**config.mk**
```make
export PLATFORM = sky130hd
export DESIGN_NAME = sync_fifo_flagged_flat
export DESIGN_NICKNAME = d
export VERILOG_FILES = /design/src/rtl/async_fifo_pkg.sv /design/src/rtl/sync_fifo_flagged_if.sv /design/src/rtl/sync_fifo_mem.sv /design/src/rtl/sync_fifo_flagged.sv /design/src/flat_wrapper.sv
export SDC_FILE = /design/constraint.sdc
export NUM_CORES = 1
export LEC_CHECK = 0
export ABC_AREA = 1
export BUFFER_PORTS_ARGS = -buffer_cell sky130_fd_sc_hd__clkbuf_2
export CORE_MARGIN = 1.5
export CORE_UTILIZATION = 50
export CTS_CLUSTER_DIAMETER = 40
export CTS_CLUSTER_SIZE = 30
export DETAILED_ROUTE_END_ITERATION = 16
export PLACE_DENSITY = 0.67
export SLEW_MARGIN = 30
export SYNTH_ARGS = -nofsm -noshare
export SYNTH_HDL_FRONTEND = slang
export SYNTH_HIERARCHICAL = 1
export SYNTH_SLANG_ARGS = --single-unit
```
**constraint.sdc**
```tcl
create_clock -name clk -period 2.6 [get_ports clk]
set_clock_uncertainty 0.2 [all_clocks]
set_input_delay 0.13 -clock clk [delete_from_list [all_inputs] [get_ports clk]]
set_output_delay 0.13 -clock clk [all_outputs]
set_load 0.1 [all_outputs]
```
**src/rtl/async_fifo_pkg.sv**
```systemverilog
// Shared constants and types for the FIFO family.
//   FIFO_DATA_WIDTH       default word width
//   SYNC_FIFO_ADDR_WIDTH  default sync FIFO address width (depth = 2**N)
//   SYNC_FIFO_AFULL       default almost-full threshold (count >= value)
//   SYNC_FIFO_AEMPTY      default almost-empty threshold (count <= value)
//   fifo_rd_mode_e        read-mode encoding (registered / first-word-fall-through)
package async_fifo_pkg;

  localparam int FIFO_DATA_WIDTH      = 8;

  localparam int SYNC_FIFO_ADDR_WIDTH = 4;
  localparam int SYNC_FIFO_AFULL      = 12;
  localparam int SYNC_FIFO_AEMPTY     = 4;

  typedef enum {FIFO_STD, FIFO_FWFT} fifo_rd_mode_e;

endpackage

```
**src/rtl/sync_fifo_flagged_if.sv**
```systemverilog
// Push/pop bundle for sync_fifo_flagged.
//   master: drives winc/wdata/rinc/clr_err, observes data, flags and count
//   slave : the FIFO side
//   winc/wdata/wfull/wafull  write side
//   rinc/rdata/rempty/raempty read side
//   count                    stored words, 0..2**ADDR_WIDTH
//   overflow/underflow       sticky error flags, cleared by clr_err
interface sync_fifo_flagged_if
  import async_fifo_pkg::*;
#(
  parameter int DATA_WIDTH = FIFO_DATA_WIDTH,
  parameter int ADDR_WIDTH = SYNC_FIFO_ADDR_WIDTH
);
  logic                  winc;
  logic [DATA_WIDTH-1:0] wdata;
  logic                  wfull;
  logic                  wafull;
  logic                  rinc;
  logic [DATA_WIDTH-1:0] rdata;
  logic                  rempty;
  logic                  raempty;
  logic [ADDR_WIDTH:0]   count;
  logic                  overflow;
  logic                  underflow;
  logic                  clr_err;

  modport master (
    output winc, wdata, rinc, clr_err,
    input  wfull, wafull, rdata, rempty, raempty, count, overflow, underflow
  );

  modport slave (
    input  winc, wdata, rinc, clr_err,
    output wfull, wafull, rdata, rempty, raempty, count, overflow, underflow
  );
endinterface

```
**src/rtl/sync_fifo_mem.sv**
```systemverilog
// Register-array dual-port storage for sync_fifo_flagged.
//   clk    write clock
//   we     write enable
//   waddr  write address
//   wdata  write data
//   raddr  read address (asynchronous read)
//   rdata  read data
// Contents are intentionally not reset.
module sync_fifo_mem
  import async_fifo_pkg::*;
#(
  parameter int DATA_WIDTH = FIFO_DATA_WIDTH,
  parameter int ADDR_WIDTH = SYNC_FIFO_ADDR_WIDTH
) (
  input  logic                  clk,
  input  logic                  we,
  input  logic [ADDR_WIDTH-1:0] waddr,
  input  logic [DATA_WIDTH-1:0] wdata,
  input  logic [ADDR_WIDTH-1:0] raddr,
  output logic [DATA_WIDTH-1:0] rdata
);
  localparam int DEPTH = 1 << ADDR_WIDTH;

  logic [DATA_WIDTH-1:0] mem [DEPTH];

  always_ff @(posedge clk) begin
    if (we) mem[waddr] <= wdata;
  end

  assign rdata = mem[raddr];
endmodule

```
**src/rtl/sync_fifo_flagged.sv**
```systemverilog
// Single-clock FIFO with almost-full/almost-empty thresholds, fill count,
// sticky overflow/underflow flags and selectable first-word-fall-through read.
//   clk    clock, all state on posedge
//   rst_n  asynchronous active-low reset
//   bus    push/pop bundle (slave side), see sync_fifo_flagged_if
// Parameters: DATA_WIDTH, ADDR_WIDTH (depth 2**ADDR_WIDTH), AFULL_THRESH
// (1..DEPTH), AEMPTY_THRESH (0..DEPTH-1), FWFT (0 registered read, 1 FWFT).
module sync_fifo_flagged
  import async_fifo_pkg::*;
#(
  parameter int DATA_WIDTH    = FIFO_DATA_WIDTH,
  parameter int ADDR_WIDTH    = SYNC_FIFO_ADDR_WIDTH,
  parameter int AFULL_THRESH  = SYNC_FIFO_AFULL,
  parameter int AEMPTY_THRESH = SYNC_FIFO_AEMPTY,
  parameter int FWFT          = 0
) (
  input logic               clk,
  input logic               rst_n,
  sync_fifo_flagged_if.slave bus
);
  localparam int PW    = ADDR_WIDTH + 1;
  localparam int DEPTH = 1 << ADDR_WIDTH;

  localparam logic [PW-1:0] DEPTH_C  = PW'(DEPTH);
  localparam logic [PW-1:0] AFULL_C  = PW'(AFULL_THRESH);
  localparam logic [PW-1:0] AEMPTY_C = PW'(AEMPTY_THRESH);

  localparam fifo_rd_mode_e MODE = (FWFT != 0) ? FIFO_FWFT : FIFO_STD;

  if (AFULL_THRESH < 1 || AFULL_THRESH > DEPTH) begin : g_bad_afull
    $error("sync_fifo_flagged: AFULL_THRESH %0d outside 1..%0d", AFULL_THRESH, DEPTH);
  end
  if (AEMPTY_THRESH < 0 || AEMPTY_THRESH > DEPTH - 1) begin : g_bad_aempty
    $error("sync_fifo_flagged: AEMPTY_THRESH %0d outside 0..%0d", AEMPTY_THRESH, DEPTH - 1);
  end
  if (FWFT < 0 || FWFT > 1) begin : g_bad_fwft
    $error("sync_fifo_flagged: FWFT %0d must be 0 or 1", FWFT);
  end

  logic [PW-1:0]         wptr, rptr, count_r;
  logic [PW-1:0]         wptr_nxt, rptr_nxt, count_nxt;
  logic                  wfull_r, wafull_r, rempty_r, raempty_r;
  logic                  ovf_r, udf_r;
  logic                  wr_ok, rd_ok;
  logic [DATA_WIDTH-1:0] mem_rdata, rdata_r;

  // Acceptance uses only the registered flags; no write-to-read bypass.
  always_comb begin
    wr_ok     = bus.winc && !wfull_r;
    rd_ok     = bus.rinc && !rempty_r;
    wptr_nxt  = wptr + PW'(wr_ok);
    rptr_nxt  = rptr + PW'(rd_ok);
    count_nxt = wptr_nxt - rptr_nxt;
  end

  sync_fifo_mem #(
    .DATA_WIDTH(DATA_WIDTH),
    .ADDR_WIDTH(ADDR_WIDTH)
  ) u_mem (
    .clk  (clk),
    .we   (wr_ok),
    .waddr(wptr[ADDR_WIDTH-1:0]),
    .wdata(bus.wdata),
    .raddr(rptr[ADDR_WIDTH-1:0]),
    .rdata(mem_rdata)
  );

  // Pointers, count and flags all step together from the next-state count,
  // so every flag is consistent with count in the same cycle.
  always_ff @(posedge clk or negedge rst_n) begin
    if (!rst_n) begin
      wptr      <= '0;
      rptr      <= '0;
      count_r   <= '0;
      wfull_r   <= 1'b0;
      wafull_r  <= 1'b0;
      rempty_r  <= 1'b1;
      raempty_r <= 1'b1;
      ovf_r     <= 1'b0;
      udf_r     <= 1'b0;
    end else begin
      wptr      <= wptr_nxt;
      rptr      <= rptr_nxt;
      count_r   <= count_nxt;
      wfull_r   <= (count_nxt == DEPTH_C);
      wafull_r  <= (count_nxt >= AFULL_C);
      rempty_r  <= (count_nxt == '0);
      raempty_r <= (count_nxt <= AEMPTY_C);
      // A new error in the same cycle as clr_err wins over the clear.
      ovf_r     <= (bus.winc && wfull_r) || (ovf_r && !bus.clr_err);
      udf_r     <= (bus.rinc && rempty_r) || (udf_r && !bus.clr_err);
    end
  end

  always_ff @(posedge clk or negedge rst_n) begin
    if (!rst_n)     rdata_r <= '0;
    else if (rd_ok) rdata_r <= mem_rdata;
  end

  // FWFT shows the head word directly; it is forced to zero while empty so
  // the output never exposes stale or uninitialised storage.
  always_comb begin
    if (MODE == FIFO_FWFT) bus.rdata = rempty_r ? '0 : mem_rdata;
    else                   bus.rdata = rdata_r;
  end

  assign bus.wfull     = wfull_r;
  assign bus.wafull    = wafull_r;
  assign bus.rempty    = rempty_r;
  assign bus.raempty   = raempty_r;
  assign bus.count     = count_r;
  assign bus.overflow  = ovf_r;
  assign bus.underflow = udf_r;
endmodule

```
**src/flat_wrapper.sv**
```systemverilog
// flat-port wrapper written by rule: the top's interface ports become plain ports
module sync_fifo_flagged_flat import async_fifo_pkg::*;
#(
  parameter int DATA_WIDTH    = FIFO_DATA_WIDTH,
  parameter int ADDR_WIDTH    = SYNC_FIFO_ADDR_WIDTH,
  parameter int AFULL_THRESH  = SYNC_FIFO_AFULL,
  parameter int AEMPTY_THRESH = SYNC_FIFO_AEMPTY,
  parameter int FWFT          = 0
)
  (clk, rst_n, bus_winc, bus_wdata, bus_rinc, bus_clr_err, bus_wfull, bus_wafull, bus_rdata, bus_rempty, bus_raempty, bus_count, bus_overflow, bus_underflow);
  sync_fifo_flagged_if #(.DATA_WIDTH(DATA_WIDTH), .ADDR_WIDTH(ADDR_WIDTH)) bus_i ();
  input logic clk;
  input logic rst_n;
  input wire logic [$bits(bus_i.winc)-1:0] bus_winc;
  input wire logic [$bits(bus_i.wdata)-1:0] bus_wdata;
  input wire logic [$bits(bus_i.rinc)-1:0] bus_rinc;
  input wire logic [$bits(bus_i.clr_err)-1:0] bus_clr_err;
  output wire logic [$bits(bus_i.wfull)-1:0] bus_wfull;
  output wire logic [$bits(bus_i.wafull)-1:0] bus_wafull;
  output wire logic [$bits(bus_i.rdata)-1:0] bus_rdata;
  output wire logic [$bits(bus_i.rempty)-1:0] bus_rempty;
  output wire logic [$bits(bus_i.raempty)-1:0] bus_raempty;
  output wire logic [$bits(bus_i.count)-1:0] bus_count;
  output wire logic [$bits(bus_i.overflow)-1:0] bus_overflow;
  output wire logic [$bits(bus_i.underflow)-1:0] bus_underflow;
  assign bus_i.winc = bus_winc;
  assign bus_i.wdata = bus_wdata;
  assign bus_i.rinc = bus_rinc;
  assign bus_i.clr_err = bus_clr_err;
  assign bus_wfull = bus_i.wfull;
  assign bus_wafull = bus_i.wafull;
  assign bus_rdata = bus_i.rdata;
  assign bus_rempty = bus_i.rempty;
  assign bus_raempty = bus_i.raempty;
  assign bus_count = bus_i.count;
  assign bus_overflow = bus_i.overflow;
  assign bus_underflow = bus_i.underflow;
  sync_fifo_flagged #(.DATA_WIDTH(DATA_WIDTH), .ADDR_WIDTH(ADDR_WIDTH), .AFULL_THRESH(AFULL_THRESH), .AEMPTY_THRESH(AEMPTY_THRESH), .FWFT(FWFT)) u_core (.clk(clk), .rst_n(rst_n), .bus(bus_i));
endmodule
```
==> impl_metrics.env <==
export IMPL_slew_limit_headroom=0.494
export IMPL_clkTransAtPathRegs_ns=0.06
export IMPL_slew_viol_final=0
export IMPL_area_delta_synth_final_pct=16.2
export IMPL_worst_setup_path_start_kind="flip-flop"
export IMPL_rsz0062_at_grt="no"
export IMPL_grt_pass1_vias=4645
export IMPL_post_drt_wl_per_cell_microns=16.3
export IMPL_track_usage=0.228
export IMPL_syn_inst=691
export IMPL_wl_mm=15.4
export IMPL_async_flop_share=0.185
export IMPL_core_area_sq_um=13800
export IMPL_clock_latency_ns=0.43
export IMPL_design_area_sq_um=8140
export IMPL_num_antenna_cells=0
export IMPL_vdd_ir_drop_worst_mv=0.579
export IMPL_yosysTopAreaCellShare=0.548
export IMPL_ys_flop_type="edfxtp_1"
export IMPL_setup_tns_ns=0
export IMPL_die_w_microns=121
export IMPL_hpwl_mm=9.77
export IMPL_ys_seq_area_frac=0.652
export IMPL_cts_buffer_depth=2
export IMPL_hold_class="in -> reg"
export IMPL_htreeDepth=4
export IMPL_synthDistinctLibCells=28
export IMPL_p_per_area_nw_per_um2=1330
export IMPL_finalSetupViolCount=0
export IMPL_routed_via_density=4.98
export IMPL_layout_drive_gt1_share=0.152
export IMPL_gr_total_overflow=0
export IMPL_firstDrtPassIters=5
export IMPL_hold_viol_final=0
export IMPL_cp_end_kind="flip-flop"
export IMPL_synth_nets=708
export IMPL_gp_congestion=0.847
export IMPL_drc_errors=0
export IMPL_grt_max_degree=36
export IMPL_synth_warning_count=6
export IMPL_r2r_end="u_core/bus.wfull"
export IMPL_grt_pass1_wl_mm=24.4
export IMPL_antenna_found_initial=0
export IMPL_p_leak_nw=3.69
export IMPL_cp_max_fo=3
export IMPL_worst_ep_required_time_ns=2.76
export IMPL_root_buffer="clkbuf_16"
export IMPL_finalCritPeriodShare=0.953
export IMPL_r2r_slack_ns=0.12
export IMPL_cts_tree="done"
export IMPL_crit_start="u_core/bus.rempty"
export IMPL_synth_edff_count=128
export IMPL_drt_initial_drc_count=335
export IMPL_num_rows=43
export IMPL_yosys_top_cells_area="edfxtp_1 (55%), nand2_1 (12%), dfrtp_1 (9.6%), nand3_1 (7.5%), inv_1 (6.5%)"
export IMPL_ios=32
export IMPL_io_buffers=31
export IMPL_endpoint="u_core/bus.wfull"
export IMPL_vias=4695
export IMPL_postRouteAntennaNets=0
export IMPL_fmax_ghz=0.404
export IMPL_crit_arrival_ns=2.63
export IMPL_max_cap_viol_count=0
export IMPL_cts_sinks=157
export IMPL_die_h_microns=121
export IMPL_die_area_sq_um=14700
export IMPL_period_needed_ns=2.48
export IMPL_post_cts_repair_setup_buffers=0
export IMPL_synth_top_area_cell="edfxtp_1"
export IMPL_nets=768
export IMPL_reg2regPathDepth=10
export IMPL_tightest_slew_ns=0.757
export IMPL_crit_type="reg -> reg"
export IMPL_place_area_sq_um=7420
export IMPL_numCtsBuffers=17
export IMPL_synthesis_area_per_instance_sq_um=10.1
export IMPL_status="completed"
export IMPL_reg2reg_from="u_core/bus.rempty"
export IMPL_synth_seq_cells=157
export IMPL_start_util=0.509
export IMPL_synth_area_sq_um=7010
-- layout by cell type, fill, tap and decap left out --
cell type,n
clkinv_1,1
nand2_1,216
nand4_1,1
nor2_4,1
inv_6,1
clkinv_2,2
clkbuf_2,31
a21boi_2,1
xnor2_1,4
edfxtp_1,128
dfrtp_1,25
nand3_1,105
clkinvlp_4,3
o21ai_0,1
dfstp_2,1
nor2_2,2
bufinv_16,5
xor2_2,1
nor2_1,24
clkbuf_16,17
dfrtp_2,2
ha_1,4
inv_1,121
xnor2_2,2
o22ai_1,1
clkbuf_1,1
mux2_2,8
inv_2,3
buf_4,25
dlygate4sd3_1,9
dfstp_4,1
xor2_1,3
or2_2,2
nand3b_1,2
nand3_2,2
nand2_2,6
-- routing by layer --
metal	GRT usage	share of wire	up-vias
li1	-	-	2323
met1	0.303	0.44	2242
met2	0.371	0.50	111
met3	0.0559	0.047	19
met4	0.0706	0.015	0
met5	0	0	-
-- state kept, by name, indices dropped and copies added, names as in the netlist --
register,cells
u_core/bus.count,5
u_core/bus.overflow,1
u_core/bus.raempty,1
u_core/bus.rdata,8
u_core/bus.rempty,1
u_core/bus.underflow,1
u_core/bus.wafull,1
u_core/bus.wfull,1
u_core/rptr,5
u_core/u_mem/mem,128
u_core/wptr,5
-- worst min path at each step --
stage                              endpoint  cells past startpoint  slack [ns]          from
CTS                 u_core/u_mem/mem[12][3]                      1       0.003  bus_wdata[3]
floorplan               u_core/bus.count[0]                      0       -0.37         rst_n
global placement        u_core/bus.rdata[4]                      1        0.01         rst_n
global route         u_core/u_mem/mem[5][2]                      1        0.02  bus_wdata[2]
detailed placement      u_core/bus.rdata[4]                      1        0.03         rst_n
finish               u_core/u_mem/mem[5][2]                      1       0.002  bus_wdata[2]
-- worst max-delay path, cell delays in order (launching register included) --
cell	delay, ns
dfstp_4	0.62
inv_1	0.08
nand3_2	0.09
inv_1	0.07
ha_1	0.31
xnor2_2	0.15
ha_1	0.30
or2_2	0.31
nor2_2	0.10
nand2_1	0.07
nor2_1	0.11
-- layout make-up --
class                           instances  area, sq um
Fill cell                            1164         5630
Sequential cell                       157         4580
Multi-Input combinational cell        386         1810
Inverter                              124          465
Timing Repair Buffer                   65          433
Clock buffer                           18          429
Tap cell                              180          225
Clock inverter                         12          195
-- synthesized netlist by cell type (2+ instances only) --
cell type  count
buf_2         13
buf_4          4
buf_6          6
dfrtp_1       27
dfstp_2        2
edfxtp_1     128
ha_1           4
inv_1        121
inv_2          3
mux2_2         8
nand2_1      217
nand2_2        5
nand3_1      105
nand3_2        2
nand3b_1       2
nor2_1        24
nor2_2         2
or2_2          2
xnor2_1        5
xor2_1         3
-- per-stage QoR --
step                      hold slack, ns  instances  power (mW)  utilization  setup slack (ns)
after detailed placement          0.0266        903        8.16        0.539             0.157
after global routing              0.0236        942        11.5        0.591           0.00298
after floorplan                   -0.366        691        7.10            -            0.0100
after global placement            0.0137        903        8.05        0.539             0.186
final                            0.00222        942        10.8        0.591             0.123
after CTS                        0.00323        942        10.8        0.590             0.117
-- power breakdown --
| group | switching [mW] | total [mW] | leakage, nW | internal (mW) |
|---|---|---|---|---|
| combinational | 3.46 | 4.77 | 1.90 | 1.31 |
| clock | 0.957 | 2.64 | 0.296 | 1.68 |
| sequential | 0.255 | 3.43 | 1.50 | 3.18 |
| total | 4.67 | 10.8 | 3.69 | 6.17 |
-- logic make-up after synthesis --
kind of cell | Yosys count | share of synthesized area
adders and majority gates | 4 | 0.00714
and+or+nand+nor | 361 | 0.220
buffers and inverters | 148 | 0.0902
muxes | 8 | 0.0129
AOI/OAI and AO/OA | 3 | 0.00321
DFF | 157 | 0.652
xor gates and xnor gates | 10 | 0.0146
-- timing repair --
| action | 4_1_cts | 5_1_grt |
|---|---|---|
| hold buffers | 9 | 0 |
| setup endpoints to repair | 0 | 2 |
| endpoints found under the hold margin | 99 | 0 |
| resized for setup | 0 | 1 |
No activity file was read; power rests on OpenSTA's default activity.
